<file path="config.mk">
export PLATFORM = sky130hd
export DESIGN_NAME = toy_trap_ctrl
export DESIGN_NICKNAME = d
export VERILOG_FILES = /design/src/rtl/toy_trap_ctrl.sv
export SDC_FILE = /design/constraint.sdc
export NUM_CORES = 1
export LEC_CHECK = 0
export CAP_MARGIN = 30
export CORE_MARGIN = 3
export CORE_UTILIZATION = 53
export DETAILED_ROUTE_END_ITERATION = 8
export GPL_ROUTABILITY_DRIVEN = 0
export GPL_TIMING_DRIVEN = 0
export PLACE_DENSITY = 0.84
export SLEW_MARGIN = 10
export SYNTH_ARGS = -nofsm -noshare
export SYNTH_HDL_FRONTEND = slang
export SYNTH_SLANG_ARGS = --single-unit
</file>
<file path="constraint.sdc">
create_clock -name clk -period 11 [get_ports clk]
set_clock_uncertainty 0.2 [all_clocks]
set_input_delay 3.3 -clock clk [delete_from_list [all_inputs] [get_ports clk]]
set_output_delay 3.3 -clock clk [all_outputs]
set_load 0.02 [all_outputs]
</file>
<file path="src/rtl/toy_trap_ctrl.sv">
// Machine-mode trap/return controller: M-CSRs, fetch redirect and a RUN/WFI state machine.
// Optional debug mode (dpc, debug_mode, halt/dret handling) is enabled by TOY_TRAP_DEBUG_EN.
package toy_pack;
  localparam int ADDR_WIDTH = 32;
  localparam int INST_WIDTH = 32;
  localparam logic [31:0] DEBUG_HALT_REQ = 32'h0000_0018;
endpackage

module toy_trap_ctrl #(
  parameter int          ADDR_WIDTH  = toy_pack::ADDR_WIDTH,
  parameter int          INST_WIDTH  = toy_pack::INST_WIDTH,
  parameter logic [31:0] RESET_MTVEC = 32'h0,
  parameter logic [31:0] DEBUG_ENTRY = 32'h800
) (
  input  logic                  clk,
  input  logic                  rst,
  input  logic                  jump_vld,
  input  logic [1:0]            jump_op,
  input  logic [31:0]           trap_cause,
  input  logic [ADDR_WIDTH-1:0] trap_pc,
  input  logic [INST_WIDTH-1:0] trap_inst,
  input  logic                  wfi_vld,
  input  logic                  irq_pending,
  input  logic                  csr_wr_en,
  input  logic [11:0]           csr_addr,
  input  logic [31:0]           csr_wdata,
  output logic [31:0]           csr_rdata,
  output logic                  redirect_vld,
  output logic [ADDR_WIDTH-1:0] redirect_pc,
  output logic                  stall,
  output logic                  mstatus_mie
);
  localparam logic [1:0]  OP_SRET = 2'b00, OP_MRET = 2'b01, OP_DRET = 2'b10, OP_TRAP = 2'b11;
  localparam logic [11:0] A_MSTATUS = 12'h300, A_MTVEC = 12'h305, A_MEPC = 12'h341,
                          A_MCAUSE  = 12'h342, A_MTVAL = 12'h343, A_DPC  = 12'h7B1;

  typedef enum logic {S_RUN, S_WFI} state_t;

  state_t      state;
  logic [31:0] mtvec, mepc, mcause, mtval;
  logic        mie, mpie;
  logic [31:0] pc32, inst32, cause_eff, mtval_eff;
  logic        is_trap, is_mret, is_dret, m_trap;
  logic [ADDR_WIDTH-1:0] target;

  assign pc32   = 32'(trap_pc);
  assign inst32 = 32'(trap_inst);

`ifdef TOY_TRAP_DEBUG_EN
  logic [31:0] dpc;
  logic        debug_mode;
  logic        halt, dbg_trap;
`endif

  // Decode the request; sret (and dret without debug support) become illegal-instruction traps.
  always_comb begin
    is_trap   = 1'b0;
    is_mret   = 1'b0;
    is_dret   = 1'b0;
    cause_eff = 32'd2;
    case (jump_op)
      OP_TRAP: begin is_trap = 1'b1; cause_eff = trap_cause; end
      OP_MRET: is_mret = 1'b1;
      OP_SRET: is_trap = 1'b1;
`ifdef TOY_TRAP_DEBUG_EN
      OP_DRET: is_dret = 1'b1;
`else
      OP_DRET: is_trap = 1'b1;
`endif
      default: is_trap = 1'b1;
    endcase
    if (cause_eff == 32'd2)      mtval_eff = inst32;
    else if (cause_eff == 32'd3) mtval_eff = pc32;
    else                         mtval_eff = 32'd0;
    m_trap = is_trap;
    target = ADDR_WIDTH'(mtvec);
    if (is_mret) target = ADDR_WIDTH'(mepc);
`ifdef TOY_TRAP_DEBUG_EN
    halt     = is_trap && !debug_mode && (jump_op == OP_TRAP) && (trap_cause == toy_pack::DEBUG_HALT_REQ);
    dbg_trap = is_trap && (debug_mode || halt);
    m_trap   = is_trap && !dbg_trap;
    if (dbg_trap) target = ADDR_WIDTH'(DEBUG_ENTRY);
    if (is_dret)  target = ADDR_WIDTH'(dpc);
`endif
  end

  always_comb begin
    csr_rdata = 32'd0;
    case (csr_addr)
      A_MSTATUS: csr_rdata = {24'd0, mpie, 3'd0, mie, 3'd0};
      A_MTVEC:   csr_rdata = mtvec;
      A_MEPC:    csr_rdata = mepc;
      A_MCAUSE:  csr_rdata = mcause;
      A_MTVAL:   csr_rdata = mtval;
`ifdef TOY_TRAP_DEBUG_EN
      A_DPC:     csr_rdata = dpc;
`endif
      default:   csr_rdata = 32'd0;
    endcase
  end

  always_ff @(posedge clk) begin
    if (rst) begin
      state        <= S_RUN;
      mtvec        <= {RESET_MTVEC[31:2], 2'b00};
      mepc         <= 32'd0;
      mcause       <= 32'd0;
      mtval        <= 32'd0;
      mie          <= 1'b0;
      mpie         <= 1'b0;
      redirect_vld <= 1'b0;
      redirect_pc  <= '0;
`ifdef TOY_TRAP_DEBUG_EN
      dpc          <= 32'd0;
      debug_mode   <= 1'b0;
`endif
    end else begin
      redirect_vld <= jump_vld;
      if (jump_vld) redirect_pc <= target;

      // CSR writes land first so a same-cycle trap/return overrides the registers it owns.
      if (csr_wr_en) begin
        case (csr_addr)
          A_MSTATUS: begin mie <= csr_wdata[3]; mpie <= csr_wdata[7]; end
          A_MTVEC:   mtvec  <= {csr_wdata[31:2], 2'b00};
          A_MEPC:    mepc   <= {csr_wdata[31:2], 2'b00};
          A_MCAUSE:  mcause <= csr_wdata;
          A_MTVAL:   mtval  <= csr_wdata;
`ifdef TOY_TRAP_DEBUG_EN
          A_DPC:     dpc    <= csr_wdata;
`endif
          default: ;
        endcase
      end

      if (jump_vld) begin
        if (m_trap) begin
          mepc   <= {pc32[31:2], 2'b00};
          mcause <= cause_eff;
          mtval  <= mtval_eff;
          mpie   <= mie;
          mie    <= 1'b0;
        end else if (is_mret) begin
          mie  <= mpie;
          mpie <= 1'b1;
        end
`ifdef TOY_TRAP_DEBUG_EN
        if (halt) begin
          dpc        <= pc32;
          debug_mode <= 1'b1;
        end
        if (is_dret) debug_mode <= 1'b0;
`endif
      end

      if (jump_vld) state <= S_RUN;
      else begin
        case (state)
          S_RUN:   if (wfi_vld && !irq_pending) state <= S_WFI;
          S_WFI:   if (irq_pending) state <= S_RUN;
          default: state <= S_RUN;
        endcase
      end
    end
  end

  // Wake-up is visible in the same cycle irq_pending rises.
  assign stall       = (state == S_WFI) && !irq_pending;
  assign mstatus_mie = mie;

endmodule
</file>
==> out/results.txt <==
register bit count reported by yosys - 162
first-pass GRT wire length - 49200 um
Max Freq - 99.2 MHz
Final setup viols - 0
CTS Buffer Depth - 2
status - finished clean
Synth Area in Adders - 0
DRT Wirelength - 32800 um
pwr/cell area - 132 mW/mm^2
dpl hpwl - 23000 um
drt first pass iters - 8
DRT antenna net count - 0
Starting DRT DRC Count - 1738
WL per Instance - 23.8 um
worst path cell trace - clkdlybuf4s50_1 -> or4_4 -> buf_6 -> nor4_1 -> clkbuf_1 -> nand3_1 -> nand2_1 -> clkdlybuf4s50_1
top-count cell post-synth - nand2_1
Slowest-stage cell, CP - clkbuf_1
crit path kind - in -> out
CTS clk-pin slew, worst paths - 60 ps
Power, Total - 1.46 mW
prevailing post-synth register cell - dfxtp_1
post-synth top area cell - dfxtp_1
P&R area growth vs syn - 36.6%
Die W - 129 um
max cap viols - 0
CP Capture Type - output port
Worst Path Buf+Inv - 4
pre-CTS WS - 1070 ps
number of top-level pins - 215
Die H - 129 um
P_leak - 3.96 nW
RSZ-0062 raised after global routing - no
post-synthesis mux area share - 0.119
Distinct cells, synth - 40
synth cell count leaders - nand2_1 (188), dfxtp_1 (162), mux2i_1 (96)
type of origin of the critical path - input port
Synth Instances - 951
CTS tree - yes
synth warn - 0
Slew @ Worst Pin - 994 ps
R2R setup slack - 9860 ps
largest net degree at the start of global routing - 17
Fin. Hold Viols - 0
htree depth - 4
slowest cell delay on critical path - 660 ps
Simple-Gate Fraction of Synth Area - 0.179
share of cells above drive strength 1 - 0.0419
total global routing overflow - 0
setup bufs post-CTS - 0
Hold/Removal Path Class - reg -> reg
register area share after synthesis - 0.401
largest family of logic cells by synthesized area - compound AO/OA/AOI/OAI gates
area fraction in compound gates after synthesis - 0.246
final worst path period share - 0.916
Req. time, crit path - 7500 ps
mean post-synth cell area - 8.49 sq um
# hold bufs at CTS - 0
Final TNS setup - 0 ps
XOR/XNOR Fraction of Synth Area - 0
TritonCTS Buffers - 17
Core ar. - 0.0147 sq mm
max-slew violations - 0
Synthesized Nets - 1099
hold path startpoint - mepc[0]
fillcell total - 1097
critical path arrival - 6580 ps
Yosys top cell area share - 0.401
Post-CTS Resized - 0
Area contributors post-synth - dfxtp_1 (40%), mux2i_1 (12%), nand2_1 (8.7%), o211ai_1 (5.9%), a221o_1 (4.0%)
initial antenna violation count - 0
routed vias - 9416
Post-synth EDFFs - 0
Synth Cell Area - 0.00808 sq mm
Clk Latency, worst-skew pair - 430 ps
DRC viols - 0
worst-path fanout max - 10
Layout Nets - 1329
relative slew slack - 0.337
CTS Sinks - 162
number of global-route vias before repair - 9045
port bufs - 211
shortest period the worst path allows - 10080 ps
Total Routing Usage GR - 0.382
Rows - 44
Root Buffer - clkbuf_16
maximum VDD drop - 0.131 mV
crit-path most repeated cell - clkdlybuf4s50_1
Post-synth ARST share - 0
CP delay by family, top - buffers and inverters
die area - 0.0168 sq mm
Via density - 6.84
initial core utilization - 0.550
Worst setup startpoint - csr_addr[3]
PnR worst setup slack - 924 ps
ANT cells - 0
reg-to-reg startpoint - mtval[25]
-- sequential cells by signal, summed over array words and instances (netlist names) --
signal,flops
mcause,32
mepc,32
mtval,32
redirect_pc,32
mtvec,30
mpie,1
mstatus_mie,1
redirect_vld,1
state,1
-- per-layer routing --
| layer | vias up | part of all wire | wire, um | track usage |
|---|---|---|---|---|
| met1 | 4264 | 0.36 | 11700 | 0.486 |
| met5 | - | 0 | 0 | 0 |
| met4 | 0 | 0.060 | 1960 | 0.207 |
| met2 | 918 | 0.43 | 14300 | 0.579 |
| met3 | 205 | 0.15 | 4920 | 0.120 |
| li1 | 4029 | - | - | - |
-- worst register-to-register path, cell delays in order (launching register included) --
cell	delay, ps
dfxtp_1	320
o211ai_1	90
mux2i_1	120
a221o_1	290
-- kinds of logic (layout without fill, tap and decap cells) --
kind of cell    Yosys count  in the layout
compound gates          260            260
mux                      96             96
buf+inv                 105            347
simple gates            328            328
flops                   162            162
-- per-stage QoR --
step,instances,hold slack (ps),instance area (sq um),utilization
floorplan,951,234,8080,-
global placement,1346,242,10400,0.709
detailed placement,1346,247,10400,0.709
CTS,1377,267,11000,0.751
global route,1377,289,11000,0.751
finish,1377,271,11000,0.751
-- path summary, 6_finish.rpt --
kind                   endpoint  cells after the start
hold reg to reg         mepc[0]                      2
setup reg to reg      mtval[25]                      3
hold / removal          mepc[0]                      2
setup / recovery  csr_rdata[10]                      8
-- power by group --
group,switching [mW],internal (mW)
clock network,0.248,0.389
registers,0.0161,0.611
logic,0.104,0.0886
-- final cells by class --
type,count,area (sq um),share of cell area
Tap cell,184,230,0.0209
Buffer,100,417,0.0378
Multi-Input combinational cell,684,4400,0.399
Inverter,5,18.8,0.00170
Sequential cell,162,3240,0.294
Clock buffer,20,457,0.0414
Timing Repair Buffer,211,2110,0.191
Clock inverter,11,160,0.0145
-- layout by cell type, fill, tap and decap left out, types with 3 or more instances in the layout --
cell / count
a211oi_1: 31
a21oi_1: 33
a221o_1: 32
a222oi_1: 30
a311oi_1: 30
buf_1: 8
buf_2: 9
buf_6: 4
bufinv_16: 4
clkbuf_1: 80
clkbuf_16: 17
clkdlybuf4s50_1: 211
clkinv_2: 5
dfxtp_1: 162
inv_1: 4
mux2i_1: 96
nand2_1: 188
nand2b_1: 3
nand3_1: 31
nand4_1: 7
nor2_1: 63
nor2b_1: 3
nor3_1: 4
nor4_1: 11
nor4bb_1: 4
o211ai_1: 64
o21ai_0: 33
Power figures use the tool's default switching activity.
